===== src/rtl/decode_pipe_reg_if.sv =====
// Decode-to-execute stage bus: upstream entry, writeback bypass, downstream entry and stall counter.
interface decode_pipe_reg_if #(
  parameter int unsigned DATA_W  = 8,
  parameter int unsigned NUM_OPS = 2,
  parameter int unsigned ADDR_W  = 3,
  parameter int unsigned CNT_W   = 8
);
  logic                        flush;
  logic                        in_valid;
  logic                        in_ready;
  logic [NUM_OPS*DATA_W-1:0]   in_ops;
  logic [NUM_OPS*ADDR_W-1:0]   in_srcs;
  logic                        wb_en;
  logic [ADDR_W-1:0]           wb_addr;
  logic [DATA_W-1:0]           wb_data;
  logic                        out_valid;
  logic                        out_ready;
  logic [NUM_OPS*DATA_W-1:0]   out_ops;
  logic [NUM_OPS*ADDR_W-1:0]   out_srcs;
  logic [CNT_W-1:0]            stall_cnt;

  modport master (
    output flush, in_valid, in_ops, in_srcs, wb_en, wb_addr, wb_data, out_ready,
    input  in_ready, out_valid, out_ops, out_srcs, stall_cnt
  );

  modport slave (
    input  flush, in_valid, in_ops, in_srcs, wb_en, wb_addr, wb_data, out_ready,
    output in_ready, out_valid, out_ops, out_srcs, stall_cnt
  );
endinterface


===== src/rtl/decode_pipe_reg.sv =====
// Decode-to-execute pipeline register with valid/ready stall, flush, writeback bypass
// into captured and held operands, and a saturating stall counter.
module decode_pipe_reg #(
  parameter int unsigned DATA_W   = 8,
  parameter int unsigned NUM_OPS  = 2,
  parameter int unsigned ADDR_W   = 3,
  parameter bit          ZERO_REG = 1'b1,
  parameter int unsigned CNT_W    = 8
) (
  input logic              clk,
  input logic              rst,
  decode_pipe_reg_if.slave bus
);

  logic                      r_valid;
  logic [NUM_OPS*DATA_W-1:0] r_ops;
  logic [NUM_OPS*ADDR_W-1:0] r_srcs;
  logic [CNT_W-1:0]          r_cnt;

  logic                      w_ready;
  logic                      w_load;
  logic                      w_stall;
  logic [NUM_OPS*DATA_W-1:0] w_cap_ops;
  logic [NUM_OPS*DATA_W-1:0] w_hold_ops;

  assign w_ready = !r_valid || bus.out_ready;
  assign w_load  = bus.in_valid && w_ready && !bus.flush;
  assign w_stall = r_valid && !bus.out_ready && !bus.flush;

  // Capture priority: hardwired zero, then writeback forwarding, then register-file value.
  always_comb begin
    w_cap_ops  = '0;
    w_hold_ops = r_ops;
    for (int unsigned i = 0; i < NUM_OPS; i++) begin
      if (ZERO_REG && bus.in_srcs[i*ADDR_W +: ADDR_W] == '0)
        w_cap_ops[i*DATA_W +: DATA_W] = '0;
      else if (bus.wb_en && bus.wb_addr == bus.in_srcs[i*ADDR_W +: ADDR_W])
        w_cap_ops[i*DATA_W +: DATA_W] = bus.wb_data;
      else
        w_cap_ops[i*DATA_W +: DATA_W] = bus.in_ops[i*DATA_W +: DATA_W];

      if (bus.wb_en && bus.wb_addr == r_srcs[i*ADDR_W +: ADDR_W] &&
          !(ZERO_REG && r_srcs[i*ADDR_W +: ADDR_W] == '0))
        w_hold_ops[i*DATA_W +: DATA_W] = bus.wb_data;
    end
  end

  always_ff @(posedge clk) begin
    if (rst) begin
      r_valid <= 1'b0;
      r_ops   <= '0;
      r_srcs  <= '0;
    end else if (bus.flush) begin
      r_valid <= 1'b0;
      r_ops   <= '0;
    end else if (w_load) begin
      r_valid <= 1'b1;
      r_ops   <= w_cap_ops;
      r_srcs  <= bus.in_srcs;
    end else if (r_valid && bus.out_ready) begin
      r_valid <= 1'b0;
    end else if (r_valid) begin
      r_ops   <= w_hold_ops;
    end
  end

  always_ff @(posedge clk) begin
    if (rst)
      r_cnt <= '0;
    else if (w_stall && r_cnt != '1)
      r_cnt <= r_cnt + CNT_W'(1);
  end

  assign bus.in_ready  = w_ready;
  assign bus.out_valid = r_valid;
  assign bus.out_ops   = r_ops;
  assign bus.out_srcs  = r_srcs;
  assign bus.stall_cnt = r_cnt;

endmodule


===== src/flat_wrapper.sv =====
// flat-port wrapper written by rule: the top's interface ports become plain ports
module decode_pipe_reg_flat 
#(
  parameter int unsigned DATA_W   = 8,
  parameter int unsigned NUM_OPS  = 2,
  parameter int unsigned ADDR_W   = 3,
  parameter bit          ZERO_REG = 1'b1,
  parameter int unsigned CNT_W    = 8
)
  (clk, rst, bus_flush, bus_in_valid, bus_in_ops, bus_in_srcs, bus_wb_en, bus_wb_addr, bus_wb_data, bus_out_ready, bus_in_ready, bus_out_valid, bus_out_ops, bus_out_srcs, bus_stall_cnt);
  decode_pipe_reg_if #(.DATA_W(DATA_W), .NUM_OPS(NUM_OPS), .ADDR_W(ADDR_W), .CNT_W(CNT_W)) bus_i ();
  input logic clk;
  input logic rst;
  input wire logic [$bits(bus_i.flush)-1:0] bus_flush;
  input wire logic [$bits(bus_i.in_valid)-1:0] bus_in_valid;
  input wire logic [$bits(bus_i.in_ops)-1:0] bus_in_ops;
  input wire logic [$bits(bus_i.in_srcs)-1:0] bus_in_srcs;
  input wire logic [$bits(bus_i.wb_en)-1:0] bus_wb_en;
  input wire logic [$bits(bus_i.wb_addr)-1:0] bus_wb_addr;
  input wire logic [$bits(bus_i.wb_data)-1:0] bus_wb_data;
  input wire logic [$bits(bus_i.out_ready)-1:0] bus_out_ready;
  output wire logic [$bits(bus_i.in_ready)-1:0] bus_in_ready;
  output wire logic [$bits(bus_i.out_valid)-1:0] bus_out_valid;
  output wire logic [$bits(bus_i.out_ops)-1:0] bus_out_ops;
  output wire logic [$bits(bus_i.out_srcs)-1:0] bus_out_srcs;
  output wire logic [$bits(bus_i.stall_cnt)-1:0] bus_stall_cnt;
  assign bus_i.flush = bus_flush;
  assign bus_i.in_valid = bus_in_valid;
  assign bus_i.in_ops = bus_in_ops;
  assign bus_i.in_srcs = bus_in_srcs;
  assign bus_i.wb_en = bus_wb_en;
  assign bus_i.wb_addr = bus_wb_addr;
  assign bus_i.wb_data = bus_wb_data;
  assign bus_i.out_ready = bus_out_ready;
  assign bus_in_ready = bus_i.in_ready;
  assign bus_out_valid = bus_i.out_valid;
  assign bus_out_ops = bus_i.out_ops;
  assign bus_out_srcs = bus_i.out_srcs;
  assign bus_stall_cnt = bus_i.stall_cnt;
  decode_pipe_reg #(.DATA_W(DATA_W), .NUM_OPS(NUM_OPS), .ADDR_W(ADDR_W), .ZERO_REG(ZERO_REG), .CNT_W(CNT_W)) u_core (.clk(clk), .rst(rst), .bus(bus_i));
endmodule

===== config.mk =====
export PLATFORM = sky130hd
export DESIGN_NAME = decode_pipe_reg_flat
export DESIGN_NICKNAME = d
export VERILOG_FILES = /design/src/rtl/decode_pipe_reg_if.sv /design/src/rtl/decode_pipe_reg.sv /design/src/flat_wrapper.sv
export SDC_FILE = /design/constraint.sdc
export NUM_CORES = 1
export LEC_CHECK = 0
export CORE_MARGIN = 1
export CORE_UTILIZATION = 35
export CTS_BUF_LIST = sky130_fd_sc_hd__clkbuf_4
export CTS_CLUSTER_DIAMETER = 60
export DETAILED_ROUTE_END_ITERATION = 16
export HOLD_SLACK_MARGIN = 0.06
export PLACE_DENSITY = 0.78
export SYNTH_ARGS = -nofsm -noshare
export SYNTH_HDL_FRONTEND = slang
export SYNTH_SLANG_ARGS = --single-unit

===== constraint.sdc =====
create_clock -name clk -period 1.9 [get_ports clk]
set_input_delay 0.19 -clock clk [delete_from_list [all_inputs] [get_ports clk]]
set_output_delay 0.19 -clock clk [all_outputs]
set_load 0.05 [all_outputs]

==> results_dict.tcl <==
set metrics [dict create \
    grt_pass1_wl_um 7270 \
    tritoncts "yes" \
    yosysUniqueCellTypes 43 \
    n_fill_cell 422 \
    post-place-ws_ns -0.100 \
    cts.clk_slew.worst_paths_ns 0.10 \
    met1_usage_pct 24.1 \
    core_area_um2 4410 \
    grt_use_met2_pct 29.5 \
    placed_cell_area_um2 2480 \
    period_needed_ns 1.80 \
    cap_violations 0 \
    cp_cell_sequence "clkdlybuf4s50_1" \
    cts_made_buffers 5 \
    ir_drop_mv 0.414 \
    synth_ff_type "dfxtp_1" \
    layout-drive-gt1-share_pct 16.7 \
    fmax_mhz 555 \
    met3_usage_pct 5.63 \
    synthToLayoutAreaGrowth_pct 56.0 \
    io_pins 71 \
    p_per_area_nw_per_um2 578 \
    cp.required_ns 1.71 \
    die_height_um 70.3 \
    skew_ns 0.00814 \
    timing.hold.ws_ns 0.405 \
    htreeDepth 2 \
    die-area_um2 4940 \
    status "finished clean" \
    cts_setup_buffers 0 \
    grt_max_degree 18 \
    synth-edff-count 0 \
    p_leak_nw 0.924 \
    syn_avg_cell_area_um2 9.22 \
    arrival_ns 1.61 \
    slowest_delay_ns 0.84 \
    antenna_left 0 \
    drt-initial-drc-count 68 \
    worst-path-buf-inv 1 \
    grt_overflow_total 0 \
    antenna_found_initial 0 \
    syn_area_um2 1630 \
    drt-wirelength-per-cell_um 13.8 \
    ys_ff_latch 31 \
    hold_path_class "input pin to register" \
    period_share_pct 94.9 \
    routed_wl_um 4350 \
    hpwl_um 3310 \
    synth_compound_area_share_pct 18.9 \
    path_class "register to output port" \
    synth_top_family_by_area "simple AND/OR/NAND/NOR gates" \
    synth_xor_xnor_area_share_pct 8.59 \
    synth_area_leaders "dfxtp_1 38%, a221oi_1 7.5%, nor2b_1 6.5%" \
    synth_simple_gate_area_share_pct 28.1 \
    setup_tns_ns 0 \
    synth_mux_area_share_pct 2.22 \
    num_rows 24 \
    hold_viol 0 \
    syn_nets 217 \
    vias 1635 \
    die_width_um 70.3 \
    drc 0 \
    async_reset_ff_share_pct 0 \
    crit_fanout 6 \
    setup_viol 0 \
    dr.pass1.iters 4 \
    ys_seq_area_share_pct 38.0 \
    grt_pass1_vias 1542 \
    report.power.total_mw 1.47 \
    netlist.area_leader.share_pct 38.0 \
    post-route-cell-area_um2 2540 \
    cpLargestDelayFamily "buffers and inverters" \
    initial_core_util_pct 37.0 \
    cts_root_buf "clkbuf_4" \
    yosys.area_share.adder_pct 0.767 \
    cts.sinks 31 \
    ys_warn_count 0 \
    diodes 0 \
    clockBufferDepth 2 \
    grt_usage_pct 18.6 \
    rsz0062_at_grt "false" \
    via_per_inst 5.19 \
    finalMaxSlewViolations 0 \
    busiest_layer "met2" \
    fin_nets 302 \
    startpoint_type "register" \
    tightest_slew_ns 0.561 \
    insertion_delay_ns 0.34 \
    layout_setup_ws_ns 0.0970 \
    io_buffers 70 \
    yosysTopAreaCell "dfxtp_1" \
    syn_inst 177 \
    max_slew_margin_pct 62.5 \
    place.gp.congestion 0.806 \
    end_kind "output port" \
    cp_slowest_cell "clkdlybuf4s50_1" \
]
## sequential cells by signal, indices dropped and copies added, names as in the netlist
signal and cells:
u_core.bus.out_srcs 6, u_core.bus.stall_cnt 8, u_core.bus.out_ops 16, u_core.bus.out_valid 1
## final cells by class
type                    instances  area (um^2)  area share, %
clock buffers                   7         52.6           2.06
clock inverters                 1         5.00          0.197
inverters                       3         11.3          0.442
multi-input cells             135          956           37.6
flip-flops and latches         31          622           24.4
well taps                      52         65.1           2.56
repair buffers                 86          833           32.7
## power breakdown
part           internal, mW  switching (mW)  total, mW
Combinational         0.186           0.189      0.374
Sequential            0.669          0.0146      0.683
Clock                 0.173           0.240      0.413
Total                  1.03           0.443       1.47
## placed cells by master, fill, tap and decap left out, drive strengths merged, types with 4 or more instances in the layout
master	instances
nand3	4
nor2b	17
nand2	17
nor2	10
xor2	5
dfxtp	31
clkdlybuf4s50	68
a221oi	15
nor3	17
a21oi	9
clkbuf	7
buf	17
xnor2	11
## final timing paths
check / startpoint / end / slack, ns / cells past startpoint
setup / recovery: u_core.bus.stall_cnt[3] / bus_stall_cnt[3] / 0.1 / 1
hold / removal: bus_in_valid / u_core.bus.out_valid / 0.40 / 3
setup reg to reg: u_core.bus.out_srcs[1] / u_core.bus.out_ops[4] / 0.20 / 6
hold reg to reg: u_core.bus.out_srcs[5] / u_core.bus.out_srcs[5] / 0.49 / 2
## cell families after synthesis
kind of cell	after synthesis
DFF	31
xor gates and xnor gates	16
muxes	3
and+or+nand+nor	79
buffers and inverters	11
adders and majority gates	1
AOI/OAI and AO/OA	36
## metrics by stage
step                      std cells  utilization [%]
after detailed placement        307             56.3
after CTS                       315             57.6
after floorplan                 177                -
after global routing            315             57.7
final                           315             57.7
after global placement          307             56.3
## layer usage
| metal | routed length [um] | up-vias |
|---|---|---|
| met5 | 0 | - |
| met4 | 51 | 0 |
| met3 | 382 | 6 |
| met2 | 1920 | 68 |
| met1 | 2000 | 744 |
| li1 | - | 817 |
## repair_timing
action / in CTS / in global routing
resized for setup: 0 / 1
hold buffers: 0 / 0
endpoints found under the setup margin: 0 / 1
## cell usage after synthesis (2+ instances only)
cell      number
clkbuf_1       2
or2_2          2
a21oi_1        9
nand3_1        4
xor2_1         5
nor3_1        16
inv_1          3
a221oi_1      14
nor2b_1       17
nor2_1        10
buf_4          3
nand2_1       17
dfxtp_1       31
xnor2_1       11
o21ai_1        3
and4_4         2
buf_2          2
No activity file was read; power rests on OpenSTA's default activity.
